## src/rtl/hdshk_pkg.sv

```systemverilog
// Shared constants and helpers for the multi-channel handshake pulse synchroniser.
package hdshk_pkg;
  localparam int MODE_TOGGLE = 0;
  localparam int MODE_LEVEL  = 1;
  localparam int SYNC_MIN    = 2;

  // Largest value a pending-event counter of the given width can hold.
  function automatic int unsigned cnt_max(input int unsigned cnt_w);
    return (32'd1 << cnt_w) - 32'd1;
  endfunction
endpackage

```

## src/rtl/hdshk_sync_chan.sv

```systemverilog
// One receive channel: synchroniser chain, event detect, saturating pending
// counter with valid/ready drain, and sticky overflow flag.
module hdshk_sync_chan
  import hdshk_pkg::*;
#(
  parameter int SYNC_STAGES = 2,
  parameter int MODE        = 0,
  parameter int CNT_W       = 4
) (
  input  logic clk_b,
  input  logic rst_n,
  input  logic sig_a,
  input  logic sig_b_ready,
  input  logic ovf_clr,
  output logic ack_a,
  output logic sig_b,
  output logic ovf
);
  localparam logic [CNT_W-1:0] CNT_MAX = CNT_W'(cnt_max(CNT_W));

  logic [SYNC_STAGES-1:0] sync_q, sync_d;
  logic                   hist_q, hist_d;
  logic [CNT_W-1:0]       cnt_q, cnt_d;
  logic                   sig_b_q, sig_b_d;
  logic                   ovf_q, ovf_d;
  logic                   sync_out;
  logic                   ev;
  logic                   consume;
  logic                   ovf_set;

  assign sync_out = sync_q[SYNC_STAGES-1];

  // Handshake: an event is transferred on every edge where sig_b and
  // sig_b_ready are both high; sig_b is a flop so it never depends on ready.
  always_comb begin
    sync_d  = {sync_q[SYNC_STAGES-2:0], sig_a};
    hist_d  = sync_out;
    ev      = (MODE == MODE_LEVEL) ? (sync_out & ~hist_q) : (sync_out ^ hist_q);
    consume = sig_b_q & sig_b_ready;
    cnt_d   = cnt_q;
    ovf_set = 1'b0;
    if (ev && !consume) begin
      if (cnt_q == CNT_MAX) ovf_set = 1'b1;
      else                  cnt_d   = cnt_q + CNT_W'(1);
    end else if (!ev && consume) begin
      cnt_d = cnt_q - CNT_W'(1);
    end
    sig_b_d = (cnt_d != '0);
    // A new overflow wins over a same-cycle clear.
    ovf_d   = ovf_set | (ovf_q & ~ovf_clr);
  end

  always_ff @(posedge clk_b or negedge rst_n) begin
    if (!rst_n) begin
      sync_q  <= '0;
      hist_q  <= 1'b0;
      cnt_q   <= '0;
      sig_b_q <= 1'b0;
      ovf_q   <= 1'b0;
    end else begin
      sync_q  <= sync_d;
      hist_q  <= hist_d;
      cnt_q   <= cnt_d;
      sig_b_q <= sig_b_d;
      ovf_q   <= ovf_d;
    end
  end

  assign ack_a = sync_out;
  assign sig_b = sig_b_q;
  assign ovf   = ovf_q;
endmodule

```

## src/rtl/hdshk_pulse_sync_mc.sv

```systemverilog
// Multi-channel destination-domain pulse synchroniser with handshake ack;
// each channel is an independent hdshk_sync_chan.
module hdshk_pulse_sync_mc
  import hdshk_pkg::*;
#(
  parameter int CH          = 4,
  parameter int SYNC_STAGES = 2,
  parameter int MODE        = 0,
  parameter int CNT_W       = 4
) (
  input  logic          clk_b,
  input  logic          rst_n,
  input  logic [CH-1:0] sig_a,
  output logic [CH-1:0] ack_a,
  output logic [CH-1:0] sig_b,
  input  logic [CH-1:0] sig_b_ready,
  output logic [CH-1:0] ovf,
  input  logic [CH-1:0] ovf_clr
);
  if (SYNC_STAGES < SYNC_MIN) begin : g_bad_sync
    $error("hdshk_pulse_sync_mc: SYNC_STAGES must be >= 2");
  end
  if (MODE != MODE_TOGGLE && MODE != MODE_LEVEL) begin : g_bad_mode
    $error("hdshk_pulse_sync_mc: MODE must be 0 or 1");
  end
  if (CH < 1) begin : g_bad_ch
    $error("hdshk_pulse_sync_mc: CH must be >= 1");
  end

  for (genvar i = 0; i < CH; i++) begin : g_chan
    hdshk_sync_chan #(
      .SYNC_STAGES (SYNC_STAGES),
      .MODE        (MODE),
      .CNT_W       (CNT_W)
    ) u_chan (
      .clk_b       (clk_b),
      .rst_n       (rst_n),
      .sig_a       (sig_a[i]),
      .sig_b_ready (sig_b_ready[i]),
      .ovf_clr     (ovf_clr[i]),
      .ack_a       (ack_a[i]),
      .sig_b       (sig_b[i]),
      .ovf         (ovf[i])
    );
  end
endmodule

```

## config.mk

```make
export PLATFORM = sky130hd
export DESIGN_NAME = hdshk_pulse_sync_mc
export DESIGN_NICKNAME = d
export VERILOG_FILES = /design/src/rtl/hdshk_pkg.sv /design/src/rtl/hdshk_sync_chan.sv /design/src/rtl/hdshk_pulse_sync_mc.sv
export SDC_FILE = /design/constraint.sdc
export NUM_CORES = 1
export LEC_CHECK = 0
export BUFFER_PORTS_ARGS = -buffer_cell sky130_fd_sc_hd__buf_4
export CELL_PAD_IN_SITES_DETAIL_PLACEMENT = 1
export CELL_PAD_IN_SITES_GLOBAL_PLACEMENT = 1
export CORE_MARGIN = 4
export CORE_UTILIZATION = 46
export CTS_BUF_LIST = sky130_fd_sc_hd__clkbuf_8
export DETAILED_ROUTE_END_ITERATION = 8
export GPL_TIMING_DRIVEN = 0
export HOLD_SLACK_MARGIN = 0.02
export PLACE_DENSITY = 0.85
export SLEW_MARGIN = 0
export SYNTH_ARGS = -nofsm -noshare
export SYNTH_HDL_FRONTEND = slang
export SYNTH_SLANG_ARGS = --single-unit
```

## constraint.sdc

```tcl
create_clock -name clk_b -period 2 [get_ports clk_b]
set_input_delay 0.1 -clock clk_b [delete_from_list [all_inputs] [get_ports clk_b]]
set_output_delay 0.1 -clock clk_b [all_outputs]
set_load 0.05 [all_outputs]
```

==> results.txt <==
Peak VDD IR: 0.713 mV
Antenna Nets Post-Route: 0
#FFs+latches synth: 36
Worst Path Max Fanout: 3
vias in the first global route: 1,646
DP HPWL: 3.26 mm
WHS Path Cells: 3
Comb power frac: 42.7%
Sink Count: 36
Final Max Tran Viols: 0
I/O pins: 26
worst r2r path cells: 5
FF-to-FF End: g_chan[0].u_chan.sig_b
P_int: 0.00177 W
area of the core: 3770 um^2
Placed Cells: 251
Crit Path Class: register to register
fmax: 0.503 GHz
CTS max path bufs: 2
status: complete, no violations
GR Overflow Total: 0
Reg clk slew, reported paths: 0.07 ns
Netlist cell types: 41
detailed-route wire length: 4.85 mm
largest net degree at the start of global routing: 37
Net Sw Frac: 42.6%
final cell count without fillers: 267
count of final hold-check violations: 0
CTS root buf: clkbuf_8
number of H-tree levels: 2
worst skew pair latency: 0.29 ns
DIE HEIGHT: 71.4 um
Net Switching: 0.00131 W
Setup crit start kind: register
Core Rows: 22
first-pass GRT wire length: 7.90 mm
Reg2Reg Launch Point: g_chan[0].u_chan.hist_q
CP endpoint kind: register
CP Data Required Time: 2.15 ns
Synth Warn #: 0
Clock Skew: 0.00622 ns
Routed WL per cell: 18.2 um
Slew HR: 68.8%
Initial Util: 49.0%
syn nets: 200
Reg power frac: 40.0%
Remaining DRCs: 0
Die ar.: 5090 um^2
DR iter-0 viols: 66
fillers: 412
via count: 1,477
Post-layout nets: 240
crit-path max cell delay: 0.54 ns
pre-CTS WS: 0.0171 ns
WP buf/inv: 0
Top FF cell, synth: dfrtp_1
drt first pass iters: 4
initial antenna violation count: 0
MaxCap Viol Count: 0
EDFF count, synth: 0
setup ws final: 0.0124 ns
Critical Path, Cell by Cell: xor2_2 -> nand2_1 -> o311ai_1 -> o21ai_1 -> or4_1
sequential element share of the synthesized area: 48.8%
CTS tree: yes
worst slew pin tran: 0.468 ns
die width: 71.4 um
RSZ-0062 raised after global routing: true
Post-Synthesis Cells: 178
leakage dissipation: 1.05 nW
CP arrival: 2.14 ns
Final Power: 0.00309 W
hold crit path type: primary input to register
layout cells sized above 1: 31.1%
final period utilization: 99.4%
flop-to-flop setup slack: 0.01 ns
gp weighted congestion: 0.848
syn_area_per_cell: 10.4 um^2
Hold Path Origin: ovf_clr[0]
aggregate global-route resource usage: 19.8%
Final Critical Period: 1.99 ns
hold endpoint: g_chan[0].u_chan.ovf
Via density: 5.53
Clock Power Share: 17.3%
Async SR Flop Fraction: 100%
CTS Buf Count: 5
endpoints failing setup: 0
Mapped Area: 1850 um^2
ant diodes: 0
critical path's top delay family: simple AND/OR/NAND/NOR gates
Area Growth Syn to Fin: 27.5%
P per Cell Area: 1310 nW/um^2
slowest CP cell: or4_1
IO Port Bufs: 25
-- tightest hold or removal path, delay by kind of cell --
kind,cells,cell delay (ns)
AOI/OAI and AO/OA,1,0.13
buffers and inverters,2,0.17
-- cells in the mapped netlist (2+ instances only) --
library cell | instances | area share, %
buf_4 | 12 | 4.9
ha_1 | 8 | 5.4
a22o_1 | 2 | 0.95
nand3_1 | 13 | 3.5
and2_1 | 4 | 1.4
inv_1 | 15 | 3.0
xor2_1 | 2 | 0.95
a211oi_1 | 2 | 0.81
xnor2_1 | 6 | 2.8
dfrtp_1 | 36 | 49
or4_1 | 4 | 1.6
o21a_1 | 2 | 0.81
mux2i_1 | 2 | 1.1
and3_1 | 3 | 1.0
o22ai_1 | 4 | 1.4
nand2_1 | 9 | 1.8
o32ai_1 | 2 | 0.95
o211ai_1 | 2 | 0.81
a21oi_1 | 8 | 2.2
xnor2_2 | 2 | 1.8
a221oi_1 | 2 | 0.95
nor3_1 | 6 | 1.6
nor2_1 | 5 | 1.0
o21ai_0 | 10 | 2.7
-- cells in the final DEF (no fill, tap or decap), types with 3 or more instances in the layout --
| cell | instances |
|---|---|
| xnor2_1 | 5 |
| and3_1 | 3 |
| o22ai_1 | 4 |
| buf_4 | 38 |
| dfrtp_2 | 4 |
| nand2_1 | 9 |
| nor3_1 | 5 |
| and2_1 | 4 |
| ha_1 | 6 |
| dlygate4sd3_1 | 8 |
| dfrtp_1 | 32 |
| inv_1 | 15 |
| nand3_1 | 12 |
| a21oi_1 | 8 |
| nor2_1 | 5 |
| o21ai_0 | 10 |
| or4_1 | 4 |
| clkbuf_8 | 6 |
-- area by class of cell --
class | count | area (um^2) | share of cell area, %
Inverter | 15 | 56.3 | 2.39
Clock inverter | 2 | 10.0 | 0.425
Multi-Input combinational cell | 114 | 875 | 37.1
Buffer | 12 | 90.1 | 3.83
Timing Repair Buffer | 34 | 275 | 11.7
Clock buffer | 6 | 82.6 | 3.51
Tap cell | 48 | 60.1 | 2.55
Sequential cell | 36 | 906 | 38.5
-- how the worst max path moves through the flow --
stage / startpoint / end / slack (ns) / cells past startpoint
2_1_floorplan: g_chan[2].u_chan.sig_b / g_chan[2].u_chan.sig_b / 0.23 / 6
3_3_place_gp: g_chan[2].u_chan.sig_b / g_chan[2].u_chan.sig_b / 0.1 / 6
3_5_place_dp: g_chan[2].u_chan.sig_b / g_chan[2].u_chan.sig_b / 0.02 / 6
4_1_cts: g_chan[2].u_chan.sig_b / g_chan[2].u_chan.sig_b / 0.005 / 6
5_1_grt: g_chan[0].u_chan.hist_q / g_chan[0].u_chan.sig_b / -0.08 / 5
6_report: g_chan[0].u_chan.hist_q / g_chan[0].u_chan.sig_b / 0.01 / 5
-- kinds of logic (layout without fill, tap and decap cells) --
family                   Yosys count  count (layout)  share of synthesized area, %
AND/OR/NAND/NOR                   50              50                          14.2
adder cells (fa/ha/maj)            8               8                          5.42
flip-flops                        36              36                          48.8
buffers and inverters             28              69                          8.13
XOR/XNOR                          11              11                          6.44
AO/OA/AOI/OAI                     43              43                          16.0
multiplexers                       2               2                          1.08
-- metal layers --
metal	part of all wire (%)	GRT usage, %	vias up
met5	0	0	-
met2	52	33.3	26
li1	-	-	699
met3	2.6	4.77	11
met1	43	23.9	741
met4	2.4	9.19	0
-- metrics by stage --
stage / instance area (um^2) / hold slack [ns] / util (%) / setup TNS, ns
global route: 2350 / 0.144 / 62.4 / -0.181
floorplan: 1850 / -0.196 / - / 0
CTS: 2270 / 0.133 / 60.1 / 0
detailed placement: 2090 / 0.0833 / 55.5 / 0
finish: 2350 / 0.138 / 62.4 / 0
global placement: 2090 / 0.0747 / 55.5 / 0
-- flip-flops by register name, indices dropped and copies added, names as in the netlist --
register,count
g_chan.u_chan.cnt_q,16
g_chan.u_chan.sync_q,8
g_chan.u_chan.hist_q,4
g_chan.u_chan.ovf,4
g_chan.u_chan.sig_b,4
-- power by group through the flow --
stage               clock network [W]  logic [W]  registers, W
finish                       0.000534    0.00132       0.00124
floorplan                           0   0.000899       0.00114
global placement                    0    0.00111       0.00118
global route                 0.000583    0.00145       0.00127
CTS                          0.000541    0.00125       0.00120
detailed placement                  0    0.00120       0.00121
-- timing repair --
item / in CTS / in global routing
gates resized for setup: 0 / 18
buffers inserted: 0 / 1
setup endpoints to repair: 0 / 4
hold buffers: 8 / 0
hold endpoints to repair: 43 / 0
No activity file was read; power rests on OpenSTA's default activity.
